--- config.mk ---
export PLATFORM = sky130hd
export DESIGN_NAME = instr_fetch_unit
export DESIGN_NICKNAME = d
export VERILOG_FILES = /design/src/rtl/instr_fetch_unit_pkg.sv /design/src/rtl/instr_fetch_unit_fifo.sv /design/src/rtl/instr_fetch_unit.sv
export SDC_FILE = /design/constraint.sdc
export NUM_CORES = 1
export LEC_CHECK = 0
export ABC_CLOCK_PERIOD_IN_PS = 5800
export CAP_MARGIN = 25
export CORE_ASPECT_RATIO = 0.9
export CORE_MARGIN = 2
export CORE_UTILIZATION = 49
export CTS_CLUSTER_DIAMETER = 40
export CTS_CLUSTER_SIZE = 16
export DETAILED_ROUTE_END_ITERATION = 6
export GPL_ROUTABILITY_DRIVEN = 0
export PLACE_DENSITY = 0.76
export SYNTH_ARGS = -nofsm -noshare
export SYNTH_HDL_FRONTEND = slang
export SYNTH_SLANG_ARGS = --single-unit
--- constraint.sdc ---
create_clock -name clk -period 5.8 [get_ports clk]
set_input_delay 1.16 -clock clk [delete_from_list [all_inputs] [get_ports clk]]
set_output_delay 1.16 -clock clk [all_outputs]
set_load 0.01 [all_outputs]
--- src/rtl/instr_fetch_unit_pkg.sv ---
// Shared types and default sizes for the instruction fetch unit.
package instr_fetch_unit_pkg;

  localparam int IFU_PC_W       = 10;
  localparam int IFU_INST_W     = 32;
  localparam int IFU_FIFO_DEPTH = 2;

  typedef enum logic [1:0] {
    IFU_IDLE    = 2'd0,
    IFU_REQ     = 2'd1,
    IFU_DISCARD = 2'd2
  } ifu_state_t;

endpackage

--- src/rtl/instr_fetch_unit_fifo.sv ---
// Synchronous instruction buffer with flush; flush takes priority over push/pop.
module instr_fetch_unit_fifo
  import instr_fetch_unit_pkg::*;
#(
  parameter int WIDTH = IFU_INST_W + IFU_PC_W,
  parameter int DEPTH = IFU_FIFO_DEPTH
) (
  input  logic                     clk,
  input  logic                     rst_n,
  input  logic                     flush,
  input  logic                     push,
  input  logic [WIDTH-1:0]         push_data,
  input  logic                     pop,
  output logic [WIDTH-1:0]         pop_data,
  output logic [$clog2(DEPTH):0]   count
);

  localparam int AW = $clog2(DEPTH);
  localparam int CW = AW + 1;

  logic [WIDTH-1:0] mem [DEPTH];
  logic [AW-1:0]    wr_ptr;
  logic [AW-1:0]    rd_ptr;

  // Storage, pointers and occupancy; pointers wrap naturally since DEPTH is a power of two.
  always_ff @(posedge clk) begin
    if (!rst_n) begin
      wr_ptr <= '0;
      rd_ptr <= '0;
      count  <= '0;
      for (int i = 0; i < DEPTH; i++) begin
        mem[i] <= '0;
      end
    end else if (flush) begin
      wr_ptr <= '0;
      rd_ptr <= '0;
      count  <= '0;
    end else begin
      if (push) begin
        mem[wr_ptr] <= push_data;
        wr_ptr      <= wr_ptr + AW'(1);
      end
      if (pop) begin
        rd_ptr <= rd_ptr + AW'(1);
      end
      count <= count + CW'(push) - CW'(pop);
    end
  end

  assign pop_data = mem[rd_ptr];

endmodule

--- src/rtl/instr_fetch_unit.sv ---
// Fetch front end: PC, single-outstanding imem request FSM, redirect/flush, instruction buffer.
// Optional stall counter output enabled by defining IFU_STALL_CNT_EN.
module instr_fetch_unit
  import instr_fetch_unit_pkg::*;
#(
  parameter int              PC_W       = IFU_PC_W,
  parameter int              INST_W     = IFU_INST_W,
  parameter logic [PC_W-1:0] RESET_PC   = '0,
  parameter int              FIFO_DEPTH = IFU_FIFO_DEPTH
) (
  input  logic              clk,
  input  logic              rst_n,
  output logic              imem_req,
  output logic [PC_W-1:0]   imem_addr,
  input  logic              imem_ack,
  input  logic [INST_W-1:0] imem_rdata,
  output logic              inst_valid,
  input  logic              inst_ready,
  output logic [INST_W-1:0] inst_data,
  output logic [PC_W-1:0]   inst_pc,
  input  logic              redirect_valid,
  input  logic [PC_W-1:0]   redirect_pc
`ifdef IFU_STALL_CNT_EN
  ,
  output logic [15:0]       stall_cnt
`endif
);

  localparam int CW = $clog2(FIFO_DEPTH) + 1;

  ifu_state_t             state_r;
  logic [PC_W-1:0]        pc_r;
  logic [PC_W-1:0]        pc_inc_s;
  logic [PC_W-1:0]        redir_pc_s;
  logic [CW-1:0]          fifo_count;
  logic [CW-1:0]          cnt_next_s;
  logic                   push_s;
  logic                   pop_s;
  logic [INST_W+PC_W-1:0] head_s;
  logic                   unused_s;

  assign pc_inc_s   = pc_r + PC_W'(4);
  assign redir_pc_s = {redirect_pc[PC_W-1:2], 2'b00};
  assign unused_s   = ^redirect_pc[1:0];

  // A response that lands in the redirect cycle belongs to the old stream and is dropped.
  assign push_s     = (state_r == IFU_REQ) && imem_ack && !redirect_valid;
  assign pop_s      = inst_valid && inst_ready;
  assign inst_valid = (fifo_count != '0);
  assign inst_data  = head_s[PC_W +: INST_W];
  assign inst_pc    = head_s[PC_W-1:0];

  // Occupancy after this cycle's push/pop, used to decide on a back-to-back request.
  always_comb begin
    cnt_next_s = fifo_count + CW'(push_s) - CW'(pop_s);
  end

  instr_fetch_unit_fifo #(
    .WIDTH (INST_W + PC_W),
    .DEPTH (FIFO_DEPTH)
  ) u_fifo (
    .clk       (clk),
    .rst_n     (rst_n),
    .flush     (redirect_valid),
    .push      (push_s),
    .push_data ({imem_rdata, pc_r}),
    .pop       (pop_s),
    .pop_data  (head_s),
    .count     (fifo_count)
  );

  // Fetch FSM with registered request/address outputs and PC update.
  always_ff @(posedge clk) begin
    if (!rst_n) begin
      state_r   <= IFU_IDLE;
      pc_r      <= RESET_PC;
      imem_req  <= 1'b0;
      imem_addr <= RESET_PC;
    end else begin
      case (state_r)
        IFU_IDLE: begin
          if (redirect_valid) begin
            pc_r      <= redir_pc_s;
            imem_addr <= redir_pc_s;
            imem_req  <= 1'b1;
            state_r   <= IFU_REQ;
          end else if (fifo_count < CW'(FIFO_DEPTH)) begin
            imem_addr <= pc_r;
            imem_req  <= 1'b1;
            state_r   <= IFU_REQ;
          end else begin
            state_r   <= IFU_IDLE;
          end
        end
        IFU_REQ: begin
          if (redirect_valid) begin
            pc_r <= redir_pc_s;
            if (imem_ack) begin
              imem_addr <= redir_pc_s;
              state_r   <= IFU_REQ;
            end else begin
              state_r   <= IFU_DISCARD;
            end
          end else if (imem_ack) begin
            pc_r <= pc_inc_s;
            if (cnt_next_s < CW'(FIFO_DEPTH)) begin
              imem_addr <= pc_inc_s;
              state_r   <= IFU_REQ;
            end else begin
              imem_req  <= 1'b0;
              state_r   <= IFU_IDLE;
            end
          end else begin
            state_r <= IFU_REQ;
          end
        end
        IFU_DISCARD: begin
          // Old request must complete on the bus before the new stream starts.
          if (redirect_valid) begin
            pc_r <= redir_pc_s;
          end
          if (imem_ack) begin
            imem_addr <= redirect_valid ? redir_pc_s : pc_r;
            state_r   <= IFU_REQ;
          end else begin
            state_r   <= IFU_DISCARD;
          end
        end
        default: begin
          imem_req <= 1'b0;
          state_r  <= IFU_IDLE;
        end
      endcase
    end
  end

`ifdef IFU_STALL_CNT_EN
  // Cycles with no instruction offered to decode; saturating.
  always_ff @(posedge clk) begin
    if (!rst_n) begin
      stall_cnt <= 16'h0000;
    end else if (!inst_valid && (stall_cnt != 16'hFFFF)) begin
      stall_cnt <= stall_cnt + 16'h0001;
    end
  end
`endif

endmodule

==> impl_results.md, run 1 <==
- Outcome: completed
- Floorplan Core Area: 10,300 µm²
- Setup TNS: 0 ns
- Crit path time final: 3.74 ns
- Clock latency on the worst-skew pair: 0.34 ns
- GR Overflow Total: 0
- Internal cell power: 1.31 mW
- Worst min path class: reg2reg
- Worst EP required: 5.82 ns
- Worst hold margin: 0.462 ns
- Register-to-register setup slack: 2.43 ns
- Main combinational cell family by area after synthesis: simple AND/OR/NAND/NOR gates
- Transition time at the pin with the least slew margin: 0.759 ns
- Count of synthesis-stage warnings from yosys: 0
- LEAKAGE: 2.44 nW
- H-tree levels: 3
- Nets in the synthesized netlist: 481
- Endpoints failing setup: 0
- DRT iter0 DRCs: 215
- Average vias per placed instance: 5.48
- Filler cell count: 825
- Post-detailed-route DRC marker count: 0
- Post-DR wirelength/cell: 16.7 µm
- Switching portion of total power: 0.234
- Overall die area: 11,600 µm²
- Antenna violations before repair: 0
- Synthesized area divided by synthesized cell count: 12.2 µm²
- CP Class: in2reg
- Cell area after technology mapping: 5270 µm²
- CTS resizes: 0
- Simple-Gate Fraction of Synth Area: 0.181
- Width of the chip: 113 µm
- CTS clk-pin slew, worst paths: 0.07 ns
- Sum of routed wire length over all layers: 10,800 µm
- Number of maximum-capacitance constraint violations: 0
- HPWL after detailed placement: 7170 µm
- Proportion of synthesized area in mux cells: 0.0957
- Worst-path maximum fanout: 43
- # Post-CTS Setup Buffers: 0
- Final worst clock skew: 0.00768 ns
- Net switching power of the design: 0.399 mW
- Via count of the first global-routing pass: 3,587
- Initial standard-cell utilization of the core: 0.510
- Share of post-route cells with drive strength above 1: 0.146
- Final Hold Violating Endpoints: 0
- Boundary pin count: 101
- CP Capture Type: register
- Core Util, Final: 0.640
- CP max stage delay: 0.43 ns
- Global-route total usage across every layer: 0.192
- Relative contribution of the clock network to total power: 0.344
- Total placed instance area: 6310 µm²
- Worst rel slew slack: 0.492
- Maximum clock path buffer count: 2
- Post-synth ARST share: 0
- Reg area: 3080 µm²
- Summed area of non-filler cells in the final layout: 6610 µm²
- Sequential cell area fraction in the yosys report: 0.585
- Critical Path Slowest Stage Cell: sky130_fd_sc_hd__nand2b_2
- Net count reported at finish: 564
- Number of sinks driven by the clock tree: 112
- Gate count after technology mapping: 431
- Number of flops mapped to enable cells by yosys: 84
- Vias after detailed routing: 3,551
- CP most frequent cell: sky130_fd_sc_hd__buf_4
- Achievable Freq: 267 MHz
- Unrepaired setup endpoints after global routing: no
- CTS tree: done
- First-pass GRT wire length: 17,400 µm
- CTS buffer count: 9
- Part of the power in registers: 0.539
- Share of the synthesized area in compound gates (AO/OA/AOI/OAI): 0.0781
- Area occupied by multi-input gates: 2010 µm²
- Power density over cell area: 258 nW/µm²
- Most used DFF post-synth: sky130_fd_sc_hd__edfxtp_1
- PortBufs: 98
- CTS hold repair buffers: 0
- Sort of element at the start of the critical path: input pin
- Min-delay src: imem_addr[1]
- Clock tree root driver cell: sky130_fd_sc_hd__clkbuf_16
- Die Y: 102 µm
- Proportion of power drawn by combinational gates: 0.117
- Arrival @ worst endpoint: 3.77 ns
- Xor-xnor portion of the synthesized cell area: 0.0176
- Maximum ir drop on the vdd rail: 0.184 mV
- Count of TritonRoute iterations in the first routing pass: 4
- Endpoint of the most critical register-to-register path: u_fifo.mem[1][36]
- Fraction of the cycle the final worst path needs: 0.646
- Post-synthesis share of cell area spent on full adders, half adders and majority gates: 0.00712
- Synthesis-stage register bit count: 112
- Crit. Startpoint: redirect_valid
- Final antenna-violating net count: 0
- Capturing element of the worst setup path: u_fifo.mem[1][36]
- Total number of placement rows: 35
- Cells traversed along the worst timing path: clkdlybuf4s50_1 > buf_4 > and2b_1 > nand2_1 > inv_2 > and3_1 > buf_4 > nand2b_2 > buf_4
- Number of diodes: 0
- Origin of the critical flop-to-flop path: state_r[0]
- Final number of max-transition violations: 0
- Signed area change from the synthesized netlist to the final layout: 25.5%
- Maximum number of pins on one net before global-route repair: 44
- Number of unique standard cell types used by synthesis: 55
- Depth of the worst register-to-register path: 7
==> synthesized netlist by cell type (2+ instances only) <==
master / number / area share
sky130_fd_sc_hd__mux2_2: 43 / 0.092
sky130_fd_sc_hd__a21oi_1: 18 / 0.017
sky130_fd_sc_hd__buf_1: 2 / 0.0014
sky130_fd_sc_hd__and3_1: 4 / 0.0047
sky130_fd_sc_hd__edfxtp_1: 84 / 0.48
sky130_fd_sc_hd__o311ai_1: 2 / 0.0033
sky130_fd_sc_hd__nor4_1: 4 / 0.0047
sky130_fd_sc_hd__nor3_1: 4 / 0.0038
sky130_fd_sc_hd__o221ai_1: 2 / 0.0033
sky130_fd_sc_hd__a21boi_0: 2 / 0.0028
sky130_fd_sc_hd__nor2_1: 9 / 0.0064
sky130_fd_sc_hd__buf_6: 3 / 0.0064
sky130_fd_sc_hd__and2_1: 85 / 0.10
sky130_fd_sc_hd__o31a_1: 2 / 0.0033
sky130_fd_sc_hd__o22ai_1: 2 / 0.0024
sky130_fd_sc_hd__dfxtp_1: 28 / 0.11
sky130_fd_sc_hd__nand2_1: 22 / 0.016
sky130_fd_sc_hd__nand3b_1: 3 / 0.0043
sky130_fd_sc_hd__ha_1: 3 / 0.0071
sky130_fd_sc_hd__clkbuf_1: 13 / 0.0093
sky130_fd_sc_hd__o2111a_1: 2 / 0.0043
sky130_fd_sc_hd__nand4_1: 2 / 0.0024
sky130_fd_sc_hd__inv_1: 5 / 0.0036
sky130_fd_sc_hd__o21a_1: 2 / 0.0028
sky130_fd_sc_hd__nor2b_1: 4 / 0.0047
sky130_fd_sc_hd__clkbuf_2: 8 / 0.0076
sky130_fd_sc_hd__nand2b_1: 14 / 0.017
sky130_fd_sc_hd__nand3_1: 5 / 0.0047
sky130_fd_sc_hd__xnor2_1: 7 / 0.012
sky130_fd_sc_hd__o21ai_0: 12 / 0.011
sky130_fd_sc_hd__a22oi_1: 3 / 0.0043
sky130_fd_sc_hd__o211ai_1: 2 / 0.0028
sky130_fd_sc_hd__buf_2: 7 / 0.0066
sky130_fd_sc_hd__mux2i_1: 2 / 0.0038
==> cell families after synthesis <==
family,count (synthesis)
AND/OR/NAND/NOR,163
flip-flops,112
AO/OA/AOI/OAI,60
multiplexers,45
buffers and inverters,39
XOR/XNOR,9
adder cells (fa/ha/maj),3
==> power by group through the flow <==
| stage | Combinational (mW) | Clock, mW | Sequential [mW] |
|---|---|---|---|
| after floorplan | 0.107 | 0 | 0.930 |
| after global placement | 0.195 | 0 | 0.937 |
| after detailed placement | 0.198 | 0 | 0.940 |
| after CTS | 0.200 | 0.605 | 0.921 |
| after global routing | 0.216 | 0.634 | 0.925 |
| final | 0.200 | 0.587 | 0.920 |
==> stage by stage <==
stage / std cells / setup WS [ns] / total power, mW
2_1_floorplan: 431 / 0.830 / 1.04
3_3_place_gp: 631 / 1.69 / 1.13
3_5_place_dp: 631 / 1.66 / 1.14
4_1_cts: 647 / 2.02 / 1.73
5_1_grt: 648 / 1.85 / 1.77
6_report: 648 / 2.06 / 1.71
==> layout make-up <==
| type | instances | area share |
|---|---|---|
| Tap cell | 129 | 0.0244 |
| Timing Repair Buffer | 105 | 0.158 |
| Sequential cell | 112 | 0.466 |
| Clock inverter | 6 | 0.00889 |
| Clock buffer | 10 | 0.0346 |
| Inverter | 6 | 0.00341 |
| Multi-Input combinational cell | 280 | 0.304 |
==> how the worst min path moves through the flow <==
stage                         to  cells past startpoint
CTS                 imem_addr[1]                      2
global route        imem_addr[2]                      2
global placement    imem_addr[2]                      2
floorplan           imem_addr[0]                      2
detailed placement  imem_addr[1]                      2
finish              imem_addr[1]                      2
==> cells in the final DEF, fill, tap and decap left out, types with 3 or more instances in the layout <==
cell type,instances
sky130_fd_sc_hd__nor4_1,4
sky130_fd_sc_hd__mux2_2,43
sky130_fd_sc_hd__and2_1,85
sky130_fd_sc_hd__clkdlybuf4s50_1,98
sky130_fd_sc_hd__nand2_1,22
sky130_fd_sc_hd__dfxtp_1,27
sky130_fd_sc_hd__nand3_1,5
sky130_fd_sc_hd__inv_8,3
sky130_fd_sc_hd__edfxtp_1,84
sky130_fd_sc_hd__a21oi_1,18
sky130_fd_sc_hd__clkbuf_16,9
sky130_fd_sc_hd__buf_4,6
sky130_fd_sc_hd__o21ai_0,11
sky130_fd_sc_hd__inv_1,5
sky130_fd_sc_hd__nand3b_1,3
sky130_fd_sc_hd__nor2b_1,4
sky130_fd_sc_hd__nand2b_1,13
sky130_fd_sc_hd__ha_1,3
sky130_fd_sc_hd__nor3_1,4
sky130_fd_sc_hd__a22oi_1,3
sky130_fd_sc_hd__xnor2_1,7
sky130_fd_sc_hd__nor2_1,9
sky130_fd_sc_hd__and3_1,4
==> routing by layer <==
layer | vias to the layer above | track usage | part of all wire
li1 | 1707 | - | -
met1 | 1703 | 0.244 | 0.43
met2 | 127 | 0.331 | 0.50
met3 | 14 | 0.0427 | 0.057
met4 | 0 | 0.0629 | 0.018
met5 | - | 0 | 0
==> worst max-delay path, delay by kind of cell <==
family,cells,cell delay [ns]
buffers and inverters,5,1.49
and+or+nand+nor,4,1.11
==> state kept, by name (all words and copies together) (netlist names), named ones only <==
name / cells
imem_addr: 10
imem_req: 1
pc_r: 10
state_r: 2
u_fifo.count: 2
u_fifo.mem: 84
u_fifo.rd_ptr: 1
u_fifo.wr_ptr: 1
Note: power is estimated with default switching activity, not from simulation.
==> run 2: changes to the inputs <==
--- a/config.mk
+++ b/config.mk
@@ -5,7 +5,7 @@
 export SDC_FILE = /design/constraint.sdc
 export NUM_CORES = 1
 export LEC_CHECK = 0
-export ABC_CLOCK_PERIOD_IN_PS = 5800
+export ABC_CLOCK_PERIOD_IN_PS = 3600
 export CAP_MARGIN = 25
 export CORE_ASPECT_RATIO = 0.9
 export CORE_MARGIN = 2
==> constraint.sdc (replaced) <==
create_clock -name clk -period 3.6 [get_ports clk]
set_input_delay 0.72 -clock clk [delete_from_list [all_inputs] [get_ports clk]]
set_output_delay 0.72 -clock clk [all_outputs]
set_load 0.01 [all_outputs]
==> run 2 against run 1 <==
Against the previous run:
- final area is 0.51% higher
- flip-flop and latch count stayed put
- register-to-register slack worse by 1.5 ns
- final cell count is 0.31% higher
- critical path depth is 6 lower
- sequential share of layout area is 0.24 points lower
- total power is 64% higher
- largest cell class unchanged
- largest power group unchanged
==> impl_results.md, run 2 (synthesis gave the netlist of run 1 again) <==
- Maximum number of pins on one net before global-route repair: 43 (-2.3%)
- Die Y: 102 µm (unchanged)
- Boundary pin count: 101 (unchanged)
- Part of the power in registers: 0.530 (-0.009)
- Achievable Freq: 336 MHz
- Maximum ir drop on the vdd rail: 0.225 mV (+22%)
- Largest Register: u_fifo.mem
- Relative contribution of the clock network to total power: 0.355 (+0.011)
- Sum of routed wire length over all layers: 10,900 µm (+0.94%)
- CP Capture Type: output pin
- Worst rel slew slack: 0.561 (+0.0693)
- Clock latency on the worst-skew pair: 0.35 ns (about the same)
- Worst-path maximum fanout: 26 (-40%)
- Post-detailed-route DRC marker count: 0 (unchanged)
- LEAKAGE: 2.46 nW (+0.91%)
- Final antenna-violating net count: 0 (unchanged)
- Worst EP required: 2.88 ns (-2.94 ns)
- Fraction of the cycle the final worst path needs: 0.828
- Floorplan Core Area: 10,300 µm² (unchanged)
- Arrival @ worst endpoint: 2.26 ns (-1.51 ns)
- Count of TritonRoute iterations in the first routing pass: 4 (unchanged)
- Signed area change from the synthesized netlist to the final layout: 26.2%
- Net count reported at finish: 566 (+0.35%)
- Number of diodes: 0 (unchanged)
- Proportion of power drawn by combinational gates: 0.116 (about the same)
- Total number of placement rows: 35 (unchanged)
- Worst min path class: reg2reg
- Crit path time final: 2.98 ns
- # Post-CTS Setup Buffers: 0 (unchanged)
- CTS tree: done
- Initial standard-cell utilization of the core: 0.510 (unchanged)
- Endpoints failing setup: 0 (unchanged)
- Number of maximum-capacitance constraint violations: 0 (unchanged)
- Unrepaired setup endpoints after global routing: no
- CTS resizes: 0 (unchanged)
- Maximum clock path buffer count: 2 (unchanged)
- Internal cell power: 2.18 mW (+67%)
- GR Overflow Total: 0 (unchanged)
- Top library cells by usage in the layout, fill and taps aside: sky130_fd_sc_hd__clkdlybuf4s50_1, sky130_fd_sc_hd__and2_1, sky130_fd_sc_hd__edfxtp_1, sky130_fd_sc_hd__mux2_2, sky130_fd_sc_hd__dfxtp_1
- Via count of the first global-routing pass: 3,671 (+2.3%)
- First-pass GRT wire length: 18,000 µm (+3.7%)
- DRT iter0 DRCs: 268 (+25%)
- Post-DR wirelength/cell: 16.8 µm (+0.63%)
- Setup TNS: 0 ns (unchanged)
- Vias after detailed routing: 3,574 (+0.65%)
- Power, Total: 2.80 mW (+64%)
- Net switching power of the design: 0.616 mW (+54%)
- Final number of max-transition violations: 0 (unchanged)
- Global-route total usage across every layer: 0.201 (+0.00877)
- PnR worst setup slack: 0.620 ns (-1.44 ns)
- Max reg flops: 84 (unchanged)
- PortBufs: 98 (unchanged)
- Outcome: completed
- CTS clk-pin slew, worst paths: 0.06 ns (about the same)
- CTS hold repair buffers: 0 (unchanged)
- Average vias per placed instance: 5.50 (+0.34%)
- CTS buffer count: 9 (unchanged)
- Power density over cell area: 421 nW/µm² (+63%)
- Most common library cell in the layout ignoring fill and taps: sky130_fd_sc_hd__clkdlybuf4s50_1
- Final worst clock skew: 0.00622 ns (-0.00146 ns)
- Post-place setup slack: 0.304 ns (-1.35 ns)
- H-tree levels: 3 (unchanged)
- Final Hold Violating Endpoints: 0 (unchanged)
- Switching portion of total power: 0.220 (-0.0139)
- Registers with the most flip-flops: u_fifo.mem (84), imem_addr (10), pc_r (10)
- CP Class: reg2out
- Share of post-route cells with drive strength above 1: 0.146 (-0.000562)
- Overall die area: 11,600 µm² (unchanged)
- Antenna violations before repair: 0 (unchanged)
- HPWL after detailed placement: 7100 µm (-0.90%)
- Width of the chip: 113 µm (unchanged)
- Sort of element at the start of the critical path: register
- Transition time at the pin with the least slew margin: 0.658 ns (-0.101 ns)
- Clock tree root driver cell: sky130_fd_sc_hd__clkbuf_16
- Number of sinks driven by the clock tree: 112 (unchanged)
==> run 2: final cells by class <==
cell class,instances,area [µm²]
timing repair buffer,107,1070
fill,805,3690
clock inverter,3,43.8
inverter,6,22.5
multi-input combinational,280,2010
clock buffer,13,250
tap,129,161
sequential,112,3080
==> run 2: path summary, 6_finish.rpt <==
check	startpoint	slack, ns	to	depth (start not counted)
setup / recovery	register	0.62	inst_data[13]	3
hold / removal	imem_addr[8]	0.46	imem_addr[8]	2
setup reg to reg	state_r[0]	0.96	imem_addr[4]	8
hold reg to reg	imem_addr[8]	0.46	imem_addr[8]	2
==> run 2: power by group through the flow <==
stage	Sequential (mW)	Clock, mW	Combinational, mW
floorplan	1.50	0	0.173
global route	1.49	1.07	0.352
finish	1.48	0.993	0.324
detailed placement	1.51	0	0.325
CTS	1.48	1.02	0.327
global placement	1.51	0	0.321
==> run 2: per-stage QoR <==
step                hold slack, ns  utilization  std cells  instance area (µm²)
global placement             0.448        0.615        634                 6350
detailed placement           0.456        0.615        634                 6350
floorplan                    0.476            -        431                 5270
finish                       0.462        0.643        650                 6650
CTS                          0.465        0.643        650                 6650
global route                 0.493        0.643        650                 6650
==> run 2: per-layer routing <==
layer,vias to the layer above,wire (µm),GRT usage,share of wire
li1,1710,-,-,-
met1,1708,4690,0.252,0.43
met2,138,5390,0.342,0.49
met3,18,665,0.0498,0.061
met4,0,210,0.0741,0.019
met5,-,0,0,0
==> run 2: worst max-delay path, cell delays in order, from the launching register on <==
cell and delay, ns:
sky130_fd_sc_hd__dfxtp_2 0.75, sky130_fd_sc_hd__buf_4 0.31, sky130_fd_sc_hd__mux2_2 0.37, sky130_fd_sc_hd__clkdlybuf4s50_1 0.48
